## src/rtl/ctrl_pkg.sv

```systemverilog
// rtl/ctrl_pkg.sv - shared constants, control word type and op decode for the ID-stage controller
package ctrl_pkg;

  localparam logic [1:0] MODE_ARITH  = 2'b00;
  localparam logic [1:0] MODE_MEM    = 2'b01;
  localparam logic [1:0] MODE_BRANCH = 2'b10;
  localparam logic [1:0] MODE_BLOCK  = 2'b11;

  localparam logic [3:0] EXE_NONE = 4'b0000;
  localparam logic [3:0] EXE_MOV  = 4'b0001;
  localparam logic [3:0] EXE_ADD  = 4'b0010;
  localparam logic [3:0] EXE_ADC  = 4'b0011;
  localparam logic [3:0] EXE_SUB  = 4'b0100;
  localparam logic [3:0] EXE_SBC  = 4'b0101;
  localparam logic [3:0] EXE_AND  = 4'b0110;
  localparam logic [3:0] EXE_ORR  = 4'b0111;
  localparam logic [3:0] EXE_EOR  = 4'b1000;
  localparam logic [3:0] EXE_MVN  = 4'b1001;

  localparam logic [3:0] OP_AND = 4'b0000;
  localparam logic [3:0] OP_EOR = 4'b0001;
  localparam logic [3:0] OP_SUB = 4'b0010;
  localparam logic [3:0] OP_ADD = 4'b0100;
  localparam logic [3:0] OP_ADC = 4'b0101;
  localparam logic [3:0] OP_SBC = 4'b0110;
  localparam logic [3:0] OP_TST = 4'b1000;
  localparam logic [3:0] OP_CMP = 4'b1010;
  localparam logic [3:0] OP_ORR = 4'b1100;
  localparam logic [3:0] OP_MOV = 4'b1101;
  localparam logic [3:0] OP_MVN = 4'b1111;

  typedef enum logic {ST_IDLE, ST_BURST} state_e;

  typedef struct packed {
    logic       wb_en;
    logic       mem_r_en;
    logic       mem_w_en;
    logic [3:0] exe_cmd;
    logic       b;
    logic       s;
  } ctrl_word_t;

  function automatic logic [3:0] op_to_exe(input logic [3:0] op);
    case (op)
      OP_AND, OP_TST: op_to_exe = EXE_AND;
      OP_EOR:         op_to_exe = EXE_EOR;
      OP_SUB, OP_CMP: op_to_exe = EXE_SUB;
      OP_ADD:         op_to_exe = EXE_ADD;
      OP_ADC:         op_to_exe = EXE_ADC;
      OP_SBC:         op_to_exe = EXE_SBC;
      OP_ORR:         op_to_exe = EXE_ORR;
      OP_MOV:         op_to_exe = EXE_MOV;
      OP_MVN:         op_to_exe = EXE_MVN;
      default:        op_to_exe = EXE_NONE;
    endcase
  endfunction

  function automatic logic op_is_legal(input logic [3:0] op);
    case (op)
      OP_AND, OP_EOR, OP_SUB, OP_ADD, OP_ADC, OP_SBC,
      OP_TST, OP_CMP, OP_ORR, OP_MOV, OP_MVN: op_is_legal = 1'b1;
      default:                                op_is_legal = 1'b0;
    endcase
  endfunction

endpackage

```

## src/rtl/prio_enc_lsb.sv

```systemverilog
// rtl/prio_enc_lsb.sv - lowest-set-bit priority encoder with found and single-bit flags
module prio_enc_lsb #(
  parameter int NUM_REGS  = 16,
  parameter int REG_IDX_W = $clog2(NUM_REGS)
) (
  input  logic [NUM_REGS-1:0]  mask_i,
  output logic [REG_IDX_W-1:0] idx_o,
  output logic                 found_o,
  output logic                 last_o
);

  // Scan from the top down so the lowest set bit is the final assignment.
  always_comb begin
    idx_o = '0;
    for (int i = NUM_REGS - 1; i >= 0; i--) begin
      if (mask_i[i]) idx_o = REG_IDX_W'(i);
    end
  end

  assign found_o = |mask_i;
  assign last_o  = found_o && ((mask_i & (mask_i - NUM_REGS'(1))) == '0);

endmodule

```

## src/rtl/exe_ctrl_seq.sv

```systemverilog
// rtl/exe_ctrl_seq.sv - registered ID-stage decode controller with block-transfer sequencing
// Optional undefined-op trap output illegal_op under `CTRL_ILLEGAL_TRAP_EN.
module exe_ctrl_seq
  import ctrl_pkg::*;
#(
  parameter int  EXE_CMD_W = 4,
  parameter int  NUM_REGS  = 16,
  localparam int REG_IDX_W = $clog2(NUM_REGS)
) (
  input  logic                 clk,
  input  logic                 rst,
  input  logic                 in_valid,
  output logic                 in_ready,
  input  logic [1:0]           mode,
  input  logic [3:0]           op_code,
  input  logic                 s,
  input  logic [NUM_REGS-1:0]  reg_list,
  input  logic                 stall,
  input  logic                 flush,
  output logic                 out_valid,
  output logic                 wb_en,
  output logic                 mem_r_en,
  output logic                 mem_w_en,
  output logic                 b,
  output logic                 s_out,
  output logic [EXE_CMD_W-1:0] exe_cmd,
  output logic [REG_IDX_W-1:0] xfer_reg,
`ifdef CTRL_ILLEGAL_TRAP_EN
  output logic                 illegal_op,
`endif
  output logic                 xfer_last
);

  state_e                state_q, state_d;
  logic [NUM_REGS-1:0]   pending_q, pending_d;
  logic                  burst_s_q, burst_s_d;
  logic                  out_valid_q, out_valid_d;
  ctrl_word_t            word_q, word_d;
  logic [REG_IDX_W-1:0]  xfer_reg_q, xfer_reg_d;
  logic                  xfer_last_q, xfer_last_d;
`ifdef CTRL_ILLEGAL_TRAP_EN
  logic                  illegal_q, illegal_d;
`endif

  logic [REG_IDX_W-1:0]  enc_idx;
  logic                  enc_found, enc_last;
  logic                  advance, accept;

  prio_enc_lsb #(.NUM_REGS(NUM_REGS), .REG_IDX_W(REG_IDX_W)) u_enc (
    .mask_i  (pending_q),
    .idx_o   (enc_idx),
    .found_o (enc_found),
    .last_o  (enc_last)
  );

  assign advance  = !out_valid_q || !stall;
  assign in_ready = !rst && (state_q == ST_IDLE) && advance && !flush;
  assign accept   = in_valid && in_ready;

  always_comb begin
    state_d     = state_q;
    pending_d   = pending_q;
    burst_s_d   = burst_s_q;
    out_valid_d = out_valid_q;
    word_d      = word_q;
    xfer_reg_d  = xfer_reg_q;
    xfer_last_d = xfer_last_q;
`ifdef CTRL_ILLEGAL_TRAP_EN
    illegal_d   = illegal_q;
`endif
    // Flush and every advancing cycle start from an all-zero word so no stale enable survives.
    if (flush || advance) begin
      out_valid_d = 1'b0;
      word_d      = '0;
      xfer_reg_d  = '0;
      xfer_last_d = 1'b0;
`ifdef CTRL_ILLEGAL_TRAP_EN
      illegal_d   = 1'b0;
`endif
    end
    if (flush) begin
      state_d   = ST_IDLE;
      pending_d = '0;
    end else if (advance) begin
      if (state_q == ST_BURST) begin
        out_valid_d     = 1'b1;
        word_d.exe_cmd  = EXE_ADD;
        word_d.s        = burst_s_q;
        word_d.mem_r_en = burst_s_q;
        word_d.wb_en    = burst_s_q;
        word_d.mem_w_en = !burst_s_q;
        xfer_reg_d      = enc_idx;
        xfer_last_d     = enc_last;
        pending_d       = pending_q & ~(NUM_REGS'(1) << enc_idx);
        if (enc_last || !enc_found) state_d = ST_IDLE;
      end else if (accept) begin
        if (mode == MODE_BLOCK) begin
          pending_d = reg_list;
          burst_s_d = s;
          if (|reg_list) state_d = ST_BURST;
        end else begin
          out_valid_d    = 1'b1;
          xfer_last_d    = 1'b1;
          word_d.exe_cmd = op_to_exe(op_code);
          word_d.s       = s;
          case (mode)
            MODE_ARITH: begin
              word_d.wb_en = (op_code != OP_TST) && (op_code != OP_CMP);
`ifdef CTRL_ILLEGAL_TRAP_EN
              if (!op_is_legal(op_code)) begin
                word_d.wb_en = 1'b0;
                illegal_d    = 1'b1;
              end
`endif
            end
            MODE_MEM: begin
              word_d.mem_r_en = s;
              word_d.wb_en    = s;
              word_d.mem_w_en = !s;
            end
            default: word_d.b = 1'b1;
          endcase
        end
      end
    end
  end

  always_ff @(posedge clk or posedge rst) begin
    if (rst) begin
      state_q     <= ST_IDLE;
      pending_q   <= '0;
      burst_s_q   <= 1'b0;
      out_valid_q <= 1'b0;
      word_q      <= '0;
      xfer_reg_q  <= '0;
      xfer_last_q <= 1'b0;
`ifdef CTRL_ILLEGAL_TRAP_EN
      illegal_q   <= 1'b0;
`endif
    end else begin
      state_q     <= state_d;
      pending_q   <= pending_d;
      burst_s_q   <= burst_s_d;
      out_valid_q <= out_valid_d;
      word_q      <= word_d;
      xfer_reg_q  <= xfer_reg_d;
      xfer_last_q <= xfer_last_d;
`ifdef CTRL_ILLEGAL_TRAP_EN
      illegal_q   <= illegal_d;
`endif
    end
  end

  assign out_valid = out_valid_q;
  assign wb_en     = word_q.wb_en;
  assign mem_r_en  = word_q.mem_r_en;
  assign mem_w_en  = word_q.mem_w_en;
  assign b         = word_q.b;
  assign s_out     = word_q.s;
  assign exe_cmd   = EXE_CMD_W'(word_q.exe_cmd);
  assign xfer_reg  = xfer_reg_q;
  assign xfer_last = xfer_last_q;
`ifdef CTRL_ILLEGAL_TRAP_EN
  assign illegal_op = illegal_q;
`endif

endmodule
```

## config.mk

```make
export PLATFORM = sky130hd
export DESIGN_NAME = exe_ctrl_seq
export DESIGN_NICKNAME = d
export VERILOG_FILES = /design/src/rtl/ctrl_pkg.sv /design/src/rtl/prio_enc_lsb.sv /design/src/rtl/exe_ctrl_seq.sv
export SDC_FILE = /design/constraint.sdc
export NUM_CORES = 1
export LEC_CHECK = 0
export CAP_MARGIN = 30
export CORE_MARGIN = 2
export CORE_UTILIZATION = 47
export CTS_BUF_LIST = sky130_fd_sc_hd__clkbuf_4 sky130_fd_sc_hd__clkbuf_8 sky130_fd_sc_hd__clkbuf_16
export DETAILED_ROUTE_END_ITERATION = 8
export PLACE_DENSITY = 0.77
export SYNTH_ARGS = -nofsm -noshare
export SYNTH_HDL_FRONTEND = slang
export SYNTH_HIERARCHICAL = 1
export SYNTH_SLANG_ARGS = --single-unit
```

## constraint.sdc

```tcl
create_clock -name clk -period 3 [get_ports clk]
set_input_delay 0.6 -clock clk [delete_from_list [all_inputs] [get_ports clk]]
set_output_delay 0.6 -clock clk [all_outputs]
set_load 0.02 [all_outputs]
```

# [After elaboration in Yosys (flattened, before gate mapping)]
# Memories as Yosys holds them, arrays and structs flattened.
# Cells that the tools add are included.
[word_totals] elab_cells=105 out_inout_bits=16 register_bits=33 n_memories=1 rom_bits=64
[mem_list] memory="(no name shown)" depth=16 word_bits=4 read_ports=1 rd_ports_with_merged_regs=0 wr=0 line="ctrl_pkg.sv:44" text="case (op)"
[op_classes] bitwise=5 addsub=1 n_mux=55 shifts=1 eq_ne=4 reduce_logical=26
[ops] operator="2-to-1 mux 16 bit" count=5
[ops] operator="2-to-1 mux 4 bit" count=20
[ops] operator="2-to-1 mux 9 bit" count=5
[ops] operator="bitwise AND 16 bit" count=2
[ops] operator="OR reduction 16 bit" count=2
[ops] operator="2-to-1 mux 1 bit" count=22
[ops] operator="zero test 16 bit" count=1
[ops] operator="NOT 16 bit" count=1
[ops] operator="left shift 1 x 4 -> 16 bit, first input constant" count=1
[ops] operator="subtractor 16 x 1 -> 16 bit, second input constant" count=1
[ops] operator="inequality test 4 bit, second input constant" count=2
[ops] operator="zero test 1 bit" count=7
[ops] operator="2-to-1 mux 7 bit" count=1
[ops] operator="logical AND 1 bit" count=6
[ops] operator="nonzero test 3 bit" count=2
[ops] operator="AND reduction 5 bit" count=1
[ops] operator="logical OR 1 bit" count=3
[ops] operator="AND reduction 3 bit" count=1
[ops] operator="== test 2 x 1 -> 1 bit, second input constant" count=1
[ops] operator="== test 2 bit, second input constant" count=1
[ops] operator="zero test 2 bit" count=1
[ops] operator="2-to-1 mux 2 bit" count=1
[ops] operator="NOT 1 bit" count=2
[ops] operator="case mux 1 bit (2 select lines)" count=1
[ops] operator="2 further kinds" count=2

# [Longest topological paths before layout]
# Gate-level depths: netlist of run 1.
[depth] ltp_word=22 depth_mapped=9 depth_no_buf=9

# [Hierarchy]
# The synthesis of run 1 kept the hierarchy.
[modules_own_cells] module="exe_ctrl_seq" instances=1 area_per_inst_um2=1715.4 cells_each=170
[modules_own_cells] module="prio_enc_lsb" instances=1 area_per_inst_um2=327.8 cells_each=51

# [Worst setup path after synthesis of run 1]
# OpenSTA, ideal clock, no wires.
[synth_timing] path_type="input to output" start="input rst" end="output in_ready" path_slack_ns=0.684 path_stages=2 arrival_ns=1.716 path_cell_list="inv_1 and3_1"
[synth_via] elab_chain_cells=4
[synth_rtl] item="start: declaration" line="exe_ctrl_seq.sv:11" text="input logic rst,"
[synth_rtl] item="zero test 1 bit (no line)"
[synth_rtl] item="logical AND 1 bit (3 in a row)" line="exe_ctrl_seq.sv:57" text="assign in_ready = !rst && (state_q == ST_IDLE) && advance && !flush;"
[synth_rtl] item="end: declaration" line="exe_ctrl_seq.sv:13" text="output logic in_ready,"
# No other way between the ends.

# [Final worst setup path of run 1]
[layout_timing] start="input flush" end="output in_ready"
[layout_via] elab_chain_cells=2
[layout_rtl] item="start: declaration" line="exe_ctrl_seq.sv:19" text="input logic flush,"
[layout_rtl] item="zero test 1 bit" line="exe_ctrl_seq.sv:57"
[layout_rtl] item="logical AND 1 bit" line="exe_ctrl_seq.sv:57"
# No other way between the ends.

==> impl_metrics.xml, run 1 <==
<?xml version="1.0" encoding="UTF-8"?>
<metrics>
  <group name="run_status">
    <metric name="run_status" unit="">complete, no violations</metric>
  </group>
  <group name="place">
    <metric name="placed_cells" unit="">310</metric>
    <metric name="gpl.final_weighted_congestion" unit="">0.9758</metric>
    <metric name="portBuffers" unit="">43</metric>
    <metric name="hpwl" unit="um">3816</metric>
  </group>
  <group name="grt">
    <metric name="grt.total_usage" unit="">0.2286</metric>
    <metric name="global_route.overflow_total" unit="">0</metric>
    <metric name="grt_start_max_net_pins" unit="">35</metric>
    <metric name="grt_pass1_wl" unit="um">8880</metric>
    <metric name="initial_antenna_violation_count" unit="">0</metric>
    <metric name="vias_in_the_first_global_route" unit="">1814</metric>
  </group>
  <group name="critical_path">
    <metric name="r2r-end" unit="">pending_q[1]</metric>
    <metric name="arrival_time_reported_for_the_critical_path_endpoint" unit="ns">1.90</metric>
    <metric name="worst_setup_path_end_kind" unit="">primary output</metric>
    <metric name="worst-endpoint-required" unit="ns">2.40</metric>
    <metric name="setup.reg_to_reg.worst_slack" unit="ns">0.69</metric>
    <metric name="r2r-start" unit="">pending_q[12]</metric>
    <metric name="reg2reg_depth" unit="">8</metric>
    <metric name="critPathKind" unit="">in2out</metric>
    <metric name="crit_path_start_kind" unit="">input pin</metric>
    <metric name="crit_fanout" unit="">2</metric>
  </group>
  <group name="clock_tree">
    <metric name="post-cts-setup-buffers" unit="">0</metric>
    <metric name="tritoncts" unit="">built</metric>
    <metric name="h-tree-depth" unit="">2</metric>
    <metric name="hold_buffers" unit="">0</metric>
    <metric name="clk_path_buf_depth" unit="">2</metric>
    <metric name="cts_repair_resize_count" unit="">0</metric>
    <metric name="cts.sink_count" unit="">33</metric>
    <metric name="worstSkewPairLatency" unit="ns">0.30</metric>
    <metric name="cts.root.buffer_cell" unit="">sky130_fd_sc_hd__clkbuf_8</metric>
    <metric name="numCtsBuffers" unit="">5</metric>
    <metric name="worst_setup_hold_path_clk_slew" unit="ns">0.07</metric>
  </group>
  <group name="sta">
    <metric name="whs" unit="ns">0.4847</metric>
    <metric name="final_setup_tns" unit="ns">0</metric>
    <metric name="worst_pin_slew" unit="ns">0.6637</metric>
    <metric name="rsz0062_at_grt" unit="">no</metric>
    <metric name="min_period_over_period" unit="">0.8338</metric>
    <metric name="final_max_slew_viol_count" unit="">0</metric>
    <metric name="min_period" unit="ns">2.501</metric>
    <metric name="slew-limit-headroom" unit="">0.5576</metric>
    <metric name="hold_viol" unit="">0</metric>
    <metric name="fmax" unit="MHz">399.8</metric>
    <metric name="worst_clock_skew" unit="ns">0.002858</metric>
    <metric name="final-setup-viol-count" unit="">0</metric>
  </group>
  <group name="finish">
    <metric name="n_antenna_cell" unit="">0</metric>
    <metric name="number_of_flip_flops_under_the_largest_register_name" unit="">16</metric>
    <metric name="drive_above_1_share" unit="">0.09328</metric>
    <metric name="multi_input_area" unit="sq mm">0.001094</metric>
    <metric name="fin_nets" unit="">299</metric>
    <metric name="fin_cells" unit="">318</metric>
    <metric name="syn_to_final_growth" unit="%">28.84</metric>
    <metric name="fillers" unit="">350</metric>
    <metric name="finish.utilization" unit="">0.6442</metric>
    <metric name="register_area" unit="sq um">825.8</metric>
  </group>
  <group name="detailed_routing">
    <metric name="post-route-drc-count" unit="">0</metric>
    <metric name="detailedRoute.firstPassIterationCount" unit="">4</metric>
    <metric name="routed_wl" unit="um">5377</metric>
    <metric name="via_per_inst" unit="">6.082</metric>
    <metric name="antenna_violating_nets_post_route" unit="">0</metric>
    <metric name="post_drt_wl_per_cell" unit="um">16.91</metric>
    <metric name="routed-via-count" unit="">1934</metric>
    <metric name="initialDrtViolationCount" unit="">158</metric>
  </group>
  <group name="die">
    <metric name="placementRows" unit="">23</metric>
    <metric name="design.portCount" unit="">44</metric>
    <metric name="dieWidth" unit="um">69.94</metric>
    <metric name="core_outline_area" unit="sq mm">0.004086</metric>
    <metric name="die_height" unit="um">69.94</metric>
    <metric name="dieArea" unit="sq mm">0.004891</metric>
    <metric name="start_util" unit="">0.5000</metric>
  </group>
  <group name="synth">
    <metric name="async_reset_ff_frac" unit="">1.000</metric>
    <metric name="dominant_combinational_cell_family_by_area_after_synthesis" unit="">simple AND/OR/NAND/NOR gates</metric>
    <metric name="synthMuxAreaShare" unit="">0.01531</metric>
    <metric name="dominantRegCellSynth" unit="">sky130_fd_sc_hd__dfrtp_1</metric>
    <metric name="post_synth_and_or_nand_nor_area_fraction" unit="">0.2468</metric>
    <metric name="post_synth_edffs" unit="">0</metric>
    <metric name="ys_warns" unit="">6</metric>
    <metric name="share_of_the_synthesized_area_in_compound_gates_ao_oa_aoi_oai" unit="">0.2443</metric>
    <metric name="ys_seq_area_frac" unit="">0.4042</metric>
    <metric name="post_synth_instance_area" unit="sq mm">0.002043</metric>
    <metric name="yosys.area_share.adder" unit="">0.02449</metric>
    <metric name="synth_net_count" unit="">253</metric>
    <metric name="synth.distinct_cells" unit="">47</metric>
    <metric name="post_synthesis_area_per_instance" unit="sq um">9.245</metric>
    <metric name="post_synth_xor_area_fraction" unit="">0.004287</metric>
    <metric name="netlist_instances" unit="">221</metric>
    <metric name="ff_latch_count_synth" unit="">33</metric>
  </group>
  <group name="worst_hold_path">
    <metric name="hold_path_depth" unit="">2</metric>
    <metric name="hp-class" unit="">reg2reg</metric>
    <metric name="hold_end" unit="">exe_cmd[0]</metric>
    <metric name="worst_hold_startpoint" unit="">exe_cmd[0]</metric>
  </group>
  <group name="power">
    <metric name="peakVddDrop" unit="V">0.0002929</metric>
    <metric name="leakage" unit="nW">1.079</metric>
    <metric name="power_density" unit="mW/mm^2">424.1</metric>
    <metric name="post-layout-total-power" unit="mW">1.116</metric>
  </group>
  <group name="job">
    <metric name="timing.max_cap.violations" unit="">0</metric>
  </group>
</metrics>
==> routing by layer <==
metal	vias up	part of all wire	global-route usage
met5	-	0	0
met4	0	0.023	0.07479
met3	13	0.055	0.05483
met2	57	0.50	0.3820
met1	934	0.43	0.2911
li1	930	-	-
==> cells in the mapped netlist (all sizes together), types with 2 or more instances <==
| master | number | area (sq um) |
|---|---|---|
| a31oi | 2 | 12.51 |
| clkbuf | 7 | 26.28 |
| inv | 12 | 45.04 |
| a32o | 19 | 190.2 |
| and3 | 2 | 12.51 |
| a22o | 3 | 26.28 |
| buf | 5 | 52.55 |
| nor3b | 4 | 30.03 |
| nor2 | 21 | 78.83 |
| o21ai | 9 | 45.04 |
| nor4 | 10 | 113.9 |
| nand4 | 5 | 31.28 |
| nor3 | 5 | 25.02 |
| a21oi | 15 | 78.83 |
| nand2b | 3 | 18.77 |
| a211oi | 3 | 22.52 |
| mux2i | 2 | 20.02 |
| o211ai | 2 | 15.01 |
| ha | 4 | 50.05 |
| dfrtp | 33 | 825.8 |
| o221ai | 2 | 17.52 |
| nand3 | 10 | 50.05 |
| o22ai | 3 | 18.77 |
| nand2 | 23 | 88.84 |
==> power by group <==
group	internal [mW]	total (mW)	switching, mW
logic	0.0987	0.210	0.112
clock network	0.249	0.434	0.185
registers	0.457	0.472	0.0158
total	0.804	1.12	0.313
==> cell usage in the layout (no fill, tap or decap), types with 3 or more instances in the layout <==
master | synthesis | final
sky130_fd_sc_hd__nand2_1 | 22 | 22
sky130_fd_sc_hd__nor3_1 | 5 | 5
sky130_fd_sc_hd__o21ai_0 | 9 | 9
sky130_fd_sc_hd__dfrtp_1 | 33 | 33
sky130_fd_sc_hd__buf_4 | 0 | 8
sky130_fd_sc_hd__nand2b_1 | 3 | 3
sky130_fd_sc_hd__a21oi_1 | 14 | 14
sky130_fd_sc_hd__a32o_1 | 19 | 19
sky130_fd_sc_hd__a211oi_1 | 3 | 3
sky130_fd_sc_hd__clkbuf_8 | 0 | 5
sky130_fd_sc_hd__nor3b_1 | 4 | 4
sky130_fd_sc_hd__nor4_4 | 3 | 3
sky130_fd_sc_hd__nor2_1 | 21 | 21
sky130_fd_sc_hd__inv_1 | 12 | 12
sky130_fd_sc_hd__nand3_1 | 10 | 10
sky130_fd_sc_hd__ha_1 | 4 | 4
sky130_fd_sc_hd__nand4_1 | 5 | 5
sky130_fd_sc_hd__a22o_1 | 3 | 3
sky130_fd_sc_hd__o22ai_1 | 3 | 3
sky130_fd_sc_hd__clkdlybuf4s50_1 | 0 | 43
sky130_fd_sc_hd__nor4_1 | 6 | 6
==> logic make-up (layout without fill, tap and decap cells) <==
family,Yosys count,count (layout)
compound gates,66,66
xor+xnor,1,1
fa+ha+maj,4,4
buf+inv,24,71
flops,33,33
mux,3,3
simple gates,90,90
==> worst max-delay path, cell delays in order <==
cell	delay (ns)
sky130_fd_sc_hd__clkdlybuf4s50_1	0.42
sky130_fd_sc_hd__nor2_1	0.11
sky130_fd_sc_hd__and3_1	0.17
sky130_fd_sc_hd__clkdlybuf4s50_1	0.60
==> how the worst max path moves through the flow <==
stage,start,end,slack [ns],cells after the start
floorplan,rst,in_ready,0.68,2
global placement,stall,in_ready,0.49,4
detailed placement,flush,in_ready,0.51,4
CTS,flush,in_ready,0.49,4
global route,stall,in_ready,0.46,4
finish,flush,in_ready,0.50,4
==> layout make-up <==
class / instances / share of cell area
inverter: 12 / 0.01711
clock inverter: 3 / 0.01759
tap: 50 / 0.02376
clock buffer: 5 / 0.02614
sequential: 33 / 0.3137
multi-input combinational: 164 / 0.4154
timing repair buffer: 51 / 0.1863
==> stage by stage <==
stage	setup slack (ns)	area, sq um
finish	0.4987	2633
global placement	0.4939	2517
detailed placement	0.5114	2517
global route	0.4578	2633
floorplan	0.6842	2043
CTS	0.4937	2633
Note: power is estimated with default switching activity, not from simulation.
==> run 2: changes to the inputs <==
--- a/config.mk
+++ b/config.mk
@@ -7,10 +7,10 @@
 export LEC_CHECK = 0
 export CAP_MARGIN = 30
 export CORE_MARGIN = 2
-export CORE_UTILIZATION = 47
+export CORE_UTILIZATION = 46
 export CTS_BUF_LIST = sky130_fd_sc_hd__clkbuf_4 sky130_fd_sc_hd__clkbuf_8 sky130_fd_sc_hd__clkbuf_16
 export DETAILED_ROUTE_END_ITERATION = 8
-export PLACE_DENSITY = 0.77
+export PLACE_DENSITY = 0.78
 export SYNTH_ARGS = -nofsm -noshare
 export SYNTH_HDL_FRONTEND = slang
 export SYNTH_HIERARCHICAL = 1
==> constraint.sdc (replaced) <==
create_clock -name clk -period 2.15 [get_ports clk]
set_input_delay 0.43 -clock clk [delete_from_list [all_inputs] [get_ports clk]]
set_output_delay 0.43 -clock clk [all_outputs]
set_load 0.02 [all_outputs]
==> impl_metrics.xml, run 2 (synthesis results as in run 1) <==
<?xml version="1.0" encoding="UTF-8"?>
<metrics>
  <group name="detailed_routing">
    <metric name="post_drt_wl_per_cell" unit="um">15.75</metric>
    <metric name="antenna_violating_nets_post_route" unit="">0</metric>
    <metric name="post-route-drc-count" unit="">0</metric>
    <metric name="routed-via-count" unit="">1997</metric>
    <metric name="detailedRoute.firstPassIterationCount" unit="">4</metric>
    <metric name="initialDrtViolationCount" unit="">149</metric>
    <metric name="via_per_inst" unit="">5.856</metric>
    <metric name="routed_wl" unit="um">5371</metric>
  </group>
  <group name="job">
    <metric name="timing.max_cap.violations" unit="">0</metric>
  </group>
  <group name="sta">
    <metric name="worst_clock_skew" unit="ns">0.006222</metric>
    <metric name="setup_ws" unit="ns">0.05674</metric>
    <metric name="worst_pin_slew" unit="ns">0.7633</metric>
    <metric name="final_setup_tns" unit="ns">0</metric>
    <metric name="whs" unit="ns">0.4951</metric>
    <metric name="slew-limit-headroom" unit="">0.4911</metric>
    <metric name="hold_viol" unit="">0</metric>
    <metric name="min_period_over_period" unit="">0.9736</metric>
    <metric name="rsz0062_at_grt" unit="">yes</metric>
    <metric name="min_period" unit="ns">2.093</metric>
    <metric name="final_max_slew_viol_count" unit="">0</metric>
    <metric name="fmax" unit="MHz">477.7</metric>
    <metric name="final-setup-viol-count" unit="">0</metric>
  </group>
  <group name="power">
    <metric name="clock_power_share" unit="">0.387</metric>
    <metric name="leakage" unit="nW">1.209</metric>
    <metric name="internal-power" unit="mW">1.169</metric>
    <metric name="switching_share" unit="">0.2660</metric>
    <metric name="peakVddDrop" unit="V">0.0002858</metric>
    <metric name="post-layout-total-power" unit="mW">1.593</metric>
    <metric name="power_density" unit="mW/mm^2">561.8</metric>
    <metric name="power.share.combinational" unit="">0.203</metric>
    <metric name="switching_power" unit="mW">0.4237</metric>
    <metric name="p_seq_frac" unit="">0.410</metric>
  </group>
  <group name="critical_path">
    <metric name="crit_fanout" unit="">5</metric>
    <metric name="crit_family" unit="">simple AND/OR/NAND/NOR gates</metric>
    <metric name="r2r-start" unit="">pending_q[3]</metric>
    <metric name="critPathKind" unit="">reg2reg</metric>
    <metric name="crit_start" unit="">pending_q[3]</metric>
    <metric name="timing.critical_path.slowest_cell_delay" unit="ns">0.41</metric>
    <metric name="worst-endpoint-required" unit="ns">2.33</metric>
    <metric name="crit_path_start_kind" unit="">register</metric>
    <metric name="arrival_time_reported_for_the_critical_path_endpoint" unit="ns">2.27</metric>
    <metric name="worst_path_max_delay_cell" unit="">sky130_fd_sc_hd__dfrtp_1</metric>
    <metric name="path_buf_inv" unit="">0</metric>
    <metric name="worst_setup_path_end_kind" unit="">register</metric>
    <metric name="reg2reg_depth" unit="">6</metric>
    <metric name="r2r-end" unit="">pending_q[14]</metric>
    <metric name="timing.critical_path.cells" unit="">nor4_4 &gt; nand2_2 &gt; nor2_2 &gt; and3_1 &gt; nand3_1 &gt; a32o_1</metric>
    <metric name="setup.reg_to_reg.worst_slack" unit="ns">0.06</metric>
  </group>
  <group name="grt">
    <metric name="initial_antenna_violation_count" unit="">0</metric>
    <metric name="vias_in_the_first_global_route" unit="">1856</metric>
    <metric name="grt_start_max_net_pins" unit="">35</metric>
    <metric name="grt.total_usage" unit="">0.2242</metric>
    <metric name="global_route.overflow_total" unit="">0</metric>
    <metric name="grt_pass1_wl" unit="um">8742</metric>
  </group>
  <group name="place">
    <metric name="gpl.final_weighted_congestion" unit="">0.8750</metric>
    <metric name="post_dp_cell_area" unit="sq mm">0.002663</metric>
    <metric name="portBuffers" unit="">43</metric>
    <metric name="placed_cells" unit="">331</metric>
    <metric name="placement.setup.worst_slack" unit="ns">-0.01824</metric>
    <metric name="hpwl" unit="um">4070</metric>
  </group>
  <group name="worst_hold_path">
    <metric name="worst_hold_startpoint" unit="">exe_cmd[3]</metric>
    <metric name="hp-class" unit="">reg2reg</metric>
    <metric name="hold_path_depth" unit="">2</metric>
    <metric name="hold_end" unit="">exe_cmd[3]</metric>
  </group>
  <group name="finish">
    <metric name="fin_cells" unit="">341</metric>
    <metric name="mostFrequentLayoutCells" unit="">sky130_fd_sc_hd__clkdlybuf4s50_1 (42), sky130_fd_sc_hd__dfrtp_1 (33), sky130_fd_sc_hd__buf_4 (29)</metric>
    <metric name="final_area" unit="sq mm">0.002835</metric>
    <metric name="number_of_flip_flops_under_the_largest_register_name" unit="">16</metric>
    <metric name="finish.utilization" unit="">0.6557</metric>
    <metric name="n_antenna_cell" unit="">0</metric>
    <metric name="drive_above_1_share" unit="">0.1903</metric>
    <metric name="syn_to_final_growth" unit="%">38.76</metric>
    <metric name="final_common_cell" unit="">sky130_fd_sc_hd__clkdlybuf4s50_1</metric>
    <metric name="fin_nets" unit="">320</metric>
  </group>
  <group name="die">
    <metric name="dieArea" unit="sq mm">0.004991</metric>
    <metric name="dieWidth" unit="um">70.65</metric>
    <metric name="die_height" unit="um">70.65</metric>
    <metric name="placementRows" unit="">24</metric>
    <metric name="design.portCount" unit="">44</metric>
    <metric name="start_util" unit="">0.4725</metric>
    <metric name="core_outline_area" unit="sq mm">0.004324</metric>
  </group>
  <group name="clock_tree">
    <metric name="hold_buffers" unit="">0</metric>
    <metric name="clk_path_buf_depth" unit="">2</metric>
    <metric name="cts.root.buffer_cell" unit="">sky130_fd_sc_hd__clkbuf_8</metric>
    <metric name="numCtsBuffers" unit="">5</metric>
    <metric name="h-tree-depth" unit="">2</metric>
    <metric name="worstSkewPairLatency" unit="ns">0.29</metric>
    <metric name="worst_setup_hold_path_clk_slew" unit="ns">0.07</metric>
    <metric name="cts.sink_count" unit="">33</metric>
    <metric name="tritoncts" unit="">built</metric>
  </group>
  <group name="run_status">
    <metric name="run_status" unit="">complete, no violations</metric>
  </group>
</metrics>
## run 2: changes by cell type in the layout (fill, tap and decap cells not counted), sizes merged
| cell | change |
|---|---|
| clkdlybuf4s50 | -1 |
| clkinv | -1 |
| clkbuf | +1 |
| dlygate4sd2 | +1 |
| buf | +21 |
## run 2: cell type report
class | instances | area (sq um)
fill | 387 | 1489
tap | 52 | 65.06
clock buffer | 6 | 82.58
sequential | 33 | 825.8
timing repair buffer | 72 | 646.9
multi-input combinational | 164 | 1132
clock inverter | 2 | 37.54
inverter | 12 | 45.04
## run 2: metal layers
metal	wire length [um]	vias up	global-route usage
met3	339	7	0.04843
met2	2556	67	0.3816
met4	99	0	0.06918
met5	0	-	0
met1	2376	955	0.2873
li1	-	968	-
## run 2: power by group through the flow
stage          Combinational (mW)  Sequential [mW]  Clock, mW
6_report                    0.323            0.653      0.616
5_1_grt                     0.352            0.655      0.659
4_1_cts                     0.314            0.653      0.629
3_5_place_dp                0.313            0.664          0
3_3_place_gp                0.310            0.664          0
2_1_floorplan               0.158            0.671          0
## run 2: worst max path at each step
stage | end | slack (ns) | cells after the start
final | pending_q[14] | 0.06 | 6
after global routing | state_q | -0.09 | 7
after CTS | pending_q[12] | -0.002 | 8
after detailed placement | in_ready | -0.02 | 4
after global placement | in_ready | 0.02 | 4
after floorplan | pending_q[2] | 0.12 | 7
## run 2: tightest hold or removal path: cells and delay by family (launching register included)
family / cells / cell delay [ns]
flops: 1 / 0.35
compound gates: 1 / 0.06
simple gates: 1 / 0.05
## run 2: what timing repair did
item	CTS	global route
setup endpoints to repair	4	17
pin swaps	0	3
setup buffers	0	2
gates resized for setup	3	10
==> run 3: changes to the inputs <==
--- a/config.mk
+++ b/config.mk
@@ -11,6 +11,7 @@
 export CTS_BUF_LIST = sky130_fd_sc_hd__clkbuf_4 sky130_fd_sc_hd__clkbuf_8 sky130_fd_sc_hd__clkbuf_16
 export DETAILED_ROUTE_END_ITERATION = 8
 export PLACE_DENSITY = 0.78
+export SETUP_SLACK_MARGIN = 0.4
 export SYNTH_ARGS = -nofsm -noshare
 export SYNTH_HDL_FRONTEND = slang
 export SYNTH_HIERARCHICAL = 1
==> impl_metrics.xml, run 3 (synthesis results as in run 1) <==
<?xml version="1.0" encoding="UTF-8"?>
<metrics>
  <group name="finish">
    <metric name="syn_to_final_growth" unit="%">50.28</metric>
    <metric name="n_antenna_cell" unit="">0</metric>
    <metric name="fillers" unit="">358</metric>
    <metric name="final_common_cell" unit="">sky130_fd_sc_hd__buf_4</metric>
    <metric name="drive_above_1_share" unit="">0.2974</metric>
    <metric name="register_area" unit="sq um">827.0</metric>
    <metric name="mostFrequentLayoutCells" unit="">sky130_fd_sc_hd__buf_4 (39), sky130_fd_sc_hd__clkdlybuf4s50_1 (37), sky130_fd_sc_hd__dfrtp_1 (32)</metric>
    <metric name="multi_input_area" unit="sq mm">0.001230</metric>
    <metric name="fin_nets" unit="">337</metric>
    <metric name="finish.utilization" unit="">0.7101</metric>
    <metric name="number_of_flip_flops_under_the_largest_register_name" unit="">16</metric>
  </group>
  <group name="critical_path">
    <metric name="timing.critical_path.slowest_cell_delay" unit="ns">0.43</metric>
    <metric name="setup.reg_to_reg.worst_slack" unit="ns">-0.13</metric>
    <metric name="critPathKind" unit="">reg2reg</metric>
    <metric name="worst_setup_path_end_kind" unit="">register</metric>
    <metric name="arrival_time_reported_for_the_critical_path_endpoint" unit="ns">2.46</metric>
    <metric name="crit_family" unit="">compound AO/OA/AOI/OAI gates</metric>
    <metric name="worst-endpoint-required" unit="ns">2.33</metric>
    <metric name="crit_fanout" unit="">4</metric>
    <metric name="timing.critical_path.cells" unit="">nor2_2 &gt; nor3_2 &gt; o31ai_1 &gt; a211oi_1 &gt; o31a_1 &gt; nor3b_2 &gt; buf_4 &gt; nand2_2 &gt; a32o_1</metric>
    <metric name="reg2reg_depth" unit="">9</metric>
    <metric name="worst_path_max_delay_cell" unit="">sky130_fd_sc_hd__dfrtp_1</metric>
    <metric name="r2r-start" unit="">pending_q[15]</metric>
    <metric name="path_buf_inv" unit="">1</metric>
    <metric name="r2r-end" unit="">pending_q[0]</metric>
    <metric name="crit_path_start_kind" unit="">register</metric>
  </group>
  <group name="power">
    <metric name="switching_share" unit="">0.2852</metric>
    <metric name="power.share.combinational" unit="">0.269</metric>
    <metric name="internal-power" unit="mW">1.118</metric>
    <metric name="power_density" unit="mW/mm^2">509.4</metric>
    <metric name="switching_power" unit="mW">0.4461</metric>
    <metric name="p_seq_frac" unit="">0.417</metric>
    <metric name="leakage" unit="nW">1.353</metric>
    <metric name="peakVddDrop" unit="V">0.0003865</metric>
    <metric name="clock_power_share" unit="">0.314</metric>
  </group>
  <group name="place">
    <metric name="gpl.final_weighted_congestion" unit="">0.8444</metric>
    <metric name="hpwl" unit="um">4198</metric>
    <metric name="portBuffers" unit="">43</metric>
  </group>
  <group name="clock_tree">
    <metric name="worst_setup_hold_path_clk_slew" unit="ns">0.07</metric>
    <metric name="cts.root.buffer_cell" unit="">sky130_fd_sc_hd__clkbuf_8</metric>
    <metric name="cts.sink_count" unit="">33</metric>
    <metric name="worstSkewPairLatency" unit="ns">0.29</metric>
    <metric name="hold_buffers" unit="">0</metric>
    <metric name="h-tree-depth" unit="">2</metric>
    <metric name="clk_path_buf_depth" unit="">2</metric>
    <metric name="tritoncts" unit="">built</metric>
    <metric name="numCtsBuffers" unit="">5</metric>
  </group>
  <group name="sta">
    <metric name="rsz0062_at_grt" unit="">yes</metric>
    <metric name="setup_ws" unit="ns">-0.1279</metric>
    <metric name="fmax" unit="MHz">439.0</metric>
    <metric name="min_period_over_period" unit="">1.059</metric>
    <metric name="worst_pin_slew" unit="ns">0.7424</metric>
    <metric name="final_setup_tns" unit="ns">-0.5323</metric>
    <metric name="whs" unit="ns">0.3774</metric>
    <metric name="min_period" unit="ns">2.278</metric>
    <metric name="hold_viol" unit="">0</metric>
    <metric name="worst_clock_skew" unit="ns">0.009643</metric>
    <metric name="final-setup-viol-count" unit="">9</metric>
    <metric name="slew-limit-headroom" unit="">0.5051</metric>
    <metric name="final_max_slew_viol_count" unit="">0</metric>
  </group>
  <group name="grt">
    <metric name="grt_start_max_net_pins" unit="">35</metric>
    <metric name="grt.total_usage" unit="">0.2553</metric>
    <metric name="grt_pass1_wl" unit="um">9998</metric>
    <metric name="global_route.overflow_total" unit="">0</metric>
    <metric name="vias_in_the_first_global_route" unit="">2154</metric>
    <metric name="initial_antenna_violation_count" unit="">0</metric>
  </group>
  <group name="detailed_routing">
    <metric name="initialDrtViolationCount" unit="">173</metric>
    <metric name="via_per_inst" unit="">5.983</metric>
    <metric name="antenna_violating_nets_post_route" unit="">0</metric>
    <metric name="post-route-drc-count" unit="">0</metric>
    <metric name="detailedRoute.firstPassIterationCount" unit="">4</metric>
    <metric name="post_drt_wl_per_cell" unit="um">17.39</metric>
    <metric name="routed-via-count" unit="">2142</metric>
    <metric name="routed_wl" unit="um">6227</metric>
  </group>
  <group name="run_status">
    <metric name="run_status" unit="">complete, but fails checks</metric>
    <metric name="violations" unit="">setup timing</metric>
  </group>
  <group name="die">
    <metric name="dieWidth" unit="um">70.65</metric>
    <metric name="design.portCount" unit="">44</metric>
    <metric name="die_height" unit="um">70.65</metric>
    <metric name="core_outline_area" unit="sq mm">0.004324</metric>
    <metric name="dieArea" unit="sq mm">0.004991</metric>
    <metric name="placementRows" unit="">24</metric>
    <metric name="start_util" unit="">0.4725</metric>
  </group>
  <group name="job">
    <metric name="timing.max_cap.violations" unit="">0</metric>
  </group>
  <group name="worst_hold_path">
    <metric name="hp-class" unit="">in2async</metric>
  </group>
</metrics>
[run 3: worst max path at each step]
stage,start,end,slack (ns),cells past startpoint
finish,pending_q[15],pending_q[0],-0.13,9
global route,pending_q[15],pending_q[5],-0.15,8
CTS,pending_q[14],pending_q[13],-0.01,8
detailed placement,pending_q[3],state_q,-0.04,7
global placement,stall,in_ready,-0.01,4
floorplan,pending_q[4],state_q,0.28,7
[run 3: repair_timing]
item | 4_1_cts | 5_1_grt
setup endpoints to repair | 22 | 26
pin swaps | 26 | 27
gates resized for setup | 16 | 26
setup buffers | 14 | 3
[run 3: metal layers]
layer / vias to the layer above / global-route usage / share of wire
li1: 1005 / - / -
met1: 1037 / 0.3117 / 0.41
met2: 85 / 0.4465 / 0.51
met3: 15 / 0.05556 / 0.065
met4: 0 / 0.09015 / 0.020
met5: - / 0 / 0
[run 3: cell type report]
cell class	count	area share
Tap cell	52	0.02119
Sequential cell	33	0.2694
Multi-Input combinational cell	164	0.4006
Clock buffer	8	0.02975
Inverter	12	0.01589
Timing Repair Buffer	89	0.2632
[run 3: power by group through the flow]
stage / sequential (mW) / combinational (mW) / clock, mW
floorplan: 0.671 / 0.180 / 0
detailed placement: 0.663 / 0.334 / 0
finish: 0.653 / 0.420 / 0.491
global route: 0.654 / 0.451 / 0.518
global placement: 0.663 / 0.330 / 0
CTS: 0.652 / 0.387 / 0.501
[run 3: tightest hold or removal path, delay by kind of cell]
kind / cells / cell delay [ns]
buffers and inverters: 3 / 0.63
[run 3: metrics by stage]
| stage | worst slack [ns] | power (mW) | instance area [sq um] | std cells |
|---|---|---|---|---|
| final | -0.1279 | 1.564 | 3070 | 358 |
| after CTS | -0.01471 | 1.541 | 2953 | 355 |
| after global routing | -0.1464 | 1.622 | 3070 | 358 |
| after detailed placement | -0.03711 | 0.9968 | 2728 | 333 |
| after floorplan | 0.2822 | 0.8516 | 2101 | 221 |
| after global placement | -0.01030 | 0.9934 | 2728 | 333 |
